--- src/rtl/hc595_shifter.sv ---
// 74HC595 chain serialiser: captures a word on enable, shifts it out
// MSB first on SER/SRCLK, then pulses RCLK to latch the outputs.
module hc595_shifter #(
  parameter int WIDTH   = 8,
  parameter int CLK_DIV = 4
) (
  input  logic             i_clk,
  input  logic             i_rst_n,
  input  logic [WIDTH-1:0] i_data,
  input  logic             i_enable,
  output logic             o_ready,
  output logic             o_ser,
  output logic             o_srclk,
  output logic             o_rclk,
  output logic             o_oe_n
);

  localparam int BW = $clog2(WIDTH) + 1;
  localparam int DW = $clog2(CLK_DIV) + 1;
  localparam logic [BW-1:0] BIT_LAST = BW'(WIDTH - 1);
  localparam logic [DW-1:0] DIV_LAST = DW'(CLK_DIV - 1);

  typedef enum logic [2:0] {
    S_IDLE,
    S_SETUP,
    S_CLOCK,
    S_LATCH,
    S_FINISH
  } state_e;

  state_e           state_q, state_d;
  logic [WIDTH-1:0] shift_q, shift_d;
  logic [BW-1:0]    bit_q, bit_d;
  logic [DW-1:0]    div_q, div_d;
  logic             ready_q, ready_d;
  logic             ser_q, ser_d;
  logic             srclk_q, srclk_d;
  logic             rclk_q, rclk_d;
  logic             oe_n_q, oe_n_d;
  logic             phase_end;

  always_comb begin
    state_d   = state_q;
    shift_d   = shift_q;
    bit_d     = bit_q;
    div_d     = div_q;
    phase_end = (div_q == DIV_LAST);

    if (state_q != S_IDLE) begin
      div_d = phase_end ? '0 : div_q + DW'(1);
    end

    unique case (state_q)
      S_IDLE: begin
        if (i_enable) begin
          shift_d = i_data;
          bit_d   = '0;
          div_d   = '0;
          state_d = S_SETUP;
        end
      end
      S_SETUP: begin
        if (phase_end) state_d = S_CLOCK;
      end
      S_CLOCK: begin
        if (phase_end) begin
          shift_d = shift_q << 1;
          bit_d   = bit_q + BW'(1);
          state_d = (bit_q == BIT_LAST) ? S_LATCH : S_SETUP;
        end
      end
      S_LATCH: begin
        if (phase_end) state_d = S_FINISH;
      end
      S_FINISH: begin
        if (phase_end) state_d = S_IDLE;
      end
      default: state_d = S_IDLE;
    endcase

    // outputs are registered, so decode them from the next state
    ready_d = (state_d == S_IDLE);
    srclk_d = (state_d == S_CLOCK);
    rclk_d  = (state_d == S_LATCH);
    oe_n_d  = oe_n_q & (state_d != S_FINISH);
    ser_d   = (state_d == S_SETUP) ? shift_d[WIDTH-1] : ser_q;
  end

  always_ff @(posedge i_clk or negedge i_rst_n) begin
    if (!i_rst_n) begin
      state_q <= S_IDLE;
      shift_q <= '0;
      bit_q   <= '0;
      div_q   <= '0;
      ready_q <= 1'b1;
      ser_q   <= 1'b0;
      srclk_q <= 1'b0;
      rclk_q  <= 1'b0;
      oe_n_q  <= 1'b1;
    end else begin
      state_q <= state_d;
      shift_q <= shift_d;
      bit_q   <= bit_d;
      div_q   <= div_d;
      ready_q <= ready_d;
      ser_q   <= ser_d;
      srclk_q <= srclk_d;
      rclk_q  <= rclk_d;
      oe_n_q  <= oe_n_d;
    end
  end

  assign o_ready = ready_q;
  assign o_ser   = ser_q;
  assign o_srclk = srclk_q;
  assign o_rclk  = rclk_q;
  assign o_oe_n  = oe_n_q;

endmodule

--- config.mk ---
export PLATFORM = sky130hd
export DESIGN_NAME = hc595_shifter
export DESIGN_NICKNAME = d
export VERILOG_FILES = /design/src/rtl/hc595_shifter.sv
export SDC_FILE = /design/constraint.sdc
export NUM_CORES = 1
export LEC_CHECK = 0
export CORE_MARGIN = 10
export CORE_UTILIZATION = 45
export DETAILED_ROUTE_END_ITERATION = 10
export GPL_TIMING_DRIVEN = 0
export PLACE_DENSITY = 0.68
export SLEW_MARGIN = 20
export SYNTH_ARGS = -nofsm -noshare
export SYNTH_HDL_FRONTEND = slang
export SYNTH_SLANG_ARGS = --single-unit
--- constraint.sdc ---
create_clock -name i_clk -period 2.4 [get_ports i_clk]
set_input_delay 0.48 -clock i_clk [delete_from_list [all_inputs] [get_ports i_clk]]
set_output_delay 0.48 -clock i_clk [all_outputs]
set_load 0.01 [all_outputs]
==> flow_metrics.tcl, run 1 <==
set metrics [dict create \
    vias_per_cell 5.47 \
    crit_arrival_ps 2320 \
    cp.required_ps 2600 \
    hold_violations 0 \
    grt.total_usage_pct 9.40 \
    cp-end-kind "flip-flop" \
    static-leakage-power_nw 0.583 \
    comb_power_share_pct 42.5 \
    syn_nets 115 \
    nets 135 \
    die_w_um 69.6 \
    gr-total-overflow 0 \
    critPathTopFamily "buffers and inverters" \
    ys_seq_area_share_pct 52.3 \
    whs_ps 115 \
    row_count 17 \
    p_total_w 0.00141 \
    cts_made_buffers 3 \
    seq_power_share_pct 45.0 \
    ys_top_cells_by_area "dfrtp_1, nand2_1, dfstp_2, a22oi_1, o21ai_0" \
    p_sw_share_pct 36.0 \
    cp-start-kind "input port" \
    ir_worst_vdd_mv 0.519 \
    clock_path_buffers 2 \
    yosys-top-cells-count "dfrtp_1, nand2_1, nor2_1" \
    power.switching_w 0.000506 \
    cts_setup_buffers 0 \
    drv_slew 0 \
    dpl-instance-area_um2 1290 \
    drc 0 \
    worst_pin_slew_ps 556 \
    wirelength_um 2090 \
    fmax_ghz 0.472 \
    synth_cells 102 \
    area_growth_pct 18.7 \
    htree_levels 1 \
    start_util_pct 48.6 \
    yosys_warnings 0 \
    drv_cap 0 \
    cts_tree "built" \
    clock-root-buffer "clkbuf_4" \
    postCtsHoldBufs 0 \
    drive_gt1_share_pct 12.4 \
    place_congestion 0.817 \
    die_h_um 69.6 \
    cellPowerDensity_nw_per_um2 1070 \
    r2r_cells 6 \
    num_antenna_cells 0 \
    synth.avg_cell_area_um2 10.8 \
    grt_setup_unrepaired "false" \
    final_core_util_pct 57.7 \
    grt_pass1_wl_um 3950 \
    yosys.area.top_type "dfrtp_1" \
    portBuffers 15 \
    status "finished clean" \
    netlist_area_um2 1110 \
    io-pin-count 16 \
    core_area_um2 2280 \
    path_class "in -> reg" \
    synth_top_area_share_pct 47.5 \
    intPower_w 0.000899 \
    crit_buf_inv 2 \
    cts_num_sinks 23 \
    synth_seq_cells 23 \
    grt_antenna_before_repair 0 \
    clock_latency_ps 300 \
    post-place-ws_ps -71.3 \
    p_clk_share_pct 12.4 \
    crit_slowest_cell "clkdlybuf4s50_1" \
    grt_max_degree 24 \
    finClkSkew_ps 3.91 \
    vias 815 \
    async_flop_share_pct 100 \
    r2r_setup_slack_ps 470 \
    setup_ws_ps 279 \
    postCtsResizedCells 0 \
    r2r-start "state_q[2]" \
    synth_most_common_cell "dfrtp_1" \
    wire_per_inst_um 14.0 \
    synth_edf_count 0 \
    r2r-end "o_ser" \
    slowest_delay_ps 580 \
    grt_pass1_vias 886 \
    clkTransAtPathRegs_ps 120 \
    fin_crit_ps 2120 \
    stdcell_area_um2 1310 \
    slew_headroom_pct 62.7 \
    post-dp-hpwl_um 1530 \
    setup_viol 0 \
    synth_cell_types 36 \
    ys.flop_type "dfrtp_1" \
    die_area_um2 4840 \
    firstDrtPassIters 4 \
    fin_crit_sh_pct 88.4 \
    cp_cell_sequence "clkdlybuf4s50_1 > nor4b_4 > o21ba_1 > buf_6 > o2bb2ai_4 > mux2_4" \
    hold_path_class "in -> async" \
    drt_iter0_markers 39 \
    worstPathMaxFanout 10 \
    drtAntennaViolNets 0 \
]
[cell type report]
class / instances / area (um2)
repair buffers: 15 / 145
inverters: 2 / 7.51
fillers: 201 / 963
well taps: 28 / 35.0
plain buffers: 6 / 40.0
multi-input cells: 71 / 480
flip-flops and latches: 23 / 578
clock buffers: 4 / 26.3
[layout by cell type, fill, tap and decap left out, types with 2 or more instances in the layout]
master / n
a21oi_1: 2
a22o_1: 2
a22oi_1: 6
buf_2: 3
buf_6: 2
clkbuf_1: 3
clkbuf_4: 3
clkdlybuf4s50_1: 14
dfrtp_1: 21
dfstp_2: 2
ha_1: 2
nand2_1: 16
nand3_1: 3
nand3b_1: 3
nor2_1: 7
nor2b_1: 2
nor3_1: 2
o21ai_0: 6
o21ai_1: 2
o311a_1: 2
[metal layers]
metal	wire length (um)	global-route usage [%]	up-vias
met1	1010	11.5	392
met2	961	15.3	15
met4	40	3.99	0
met5	0	0	-
li1	-	-	402
met3	74	2.14	6
[kinds of logic after synthesis]
| logic type | share of synthesized area (%) |
|---|---|
| DFF | 52.3 |
| and+or+nand+nor | 18.6 |
| adders and majority gates | 2.26 |
| AOI/OAI and AO/OA | 18.6 |
| buffers and inverters | 4.30 |
| muxes | 3.28 |
| xor gates and xnor gates | 0.792 |
[flip-flops by register name (all words and copies together), names as in the netlist]
signal and count:
shift_q 8, bit_q 4, div_q 3, state_q 3
o_oe_n 1, o_rclk 1, o_ready 1, o_ser 1
o_srclk 1
[power groups by stage]
stage	Sequential, W	Clock (W)	Combinational, W
global placement	0.000637	0	0.000587
detailed placement	0.000644	0	0.000604
finish	0.000633	0.000175	0.000598
floorplan	0.000638	0	0.000422
CTS	0.000635	0.000180	0.000609
global route	0.000654	0.000200	0.000686
[metrics by stage]
stage,instances,setup TNS [ps]
floorplan,102,0
global placement,145,-48.9
detailed placement,145,-71.3
CTS,149,0
global route,149,0
finish,149,0
[worst max path at each step]
| stage | from | end | depth (start not counted) |
|---|---|---|---|
| 6_report | i_enable | o_ser | 6 |
| 5_1_grt | i_enable | o_ser | 6 |
| 4_1_cts | i_enable | o_ser | 6 |
| 3_5_place_dp | i_enable | o_ser | 6 |
| 3_3_place_gp | i_enable | o_ser | 6 |
| 2_1_floorplan | state_q[2] | o_ser | 6 |
[worst register-to-register path, cell delays in order (launching register included)]
cell and delay [ps]:
dfrtp_1 390, buf_6 140, nor4b_4 550, o21ba_1 230
buf_6 140, o2bb2ai_4 120, mux2_4 250
Power figures use the tool's default switching activity.
==> run 2, diff against run 1 <==
==> constraint.sdc (replaced) <==
create_clock -name i_clk -period 2.65 [get_ports i_clk]
set_input_delay 0.53 -clock i_clk [delete_from_list [all_inputs] [get_ports i_clk]]
set_output_delay 0.53 -clock i_clk [all_outputs]
set_load 0.01 [all_outputs]
==> results of run 2 <==
The final DEF is identical to that of run 1. Status: finished clean.
Among the figures that moved: setup slack after placement -71.3 ps -> 129 ps; setup slack after layout 279 ps -> 479 ps; hold slack 115 ps -> 165 ps; register-to-register setup slack 470 ps -> 720 ps; total power 0.00141 W -> 0.00127 W; worst IR drop on VDD 0.519 mV -> 0.470 mV
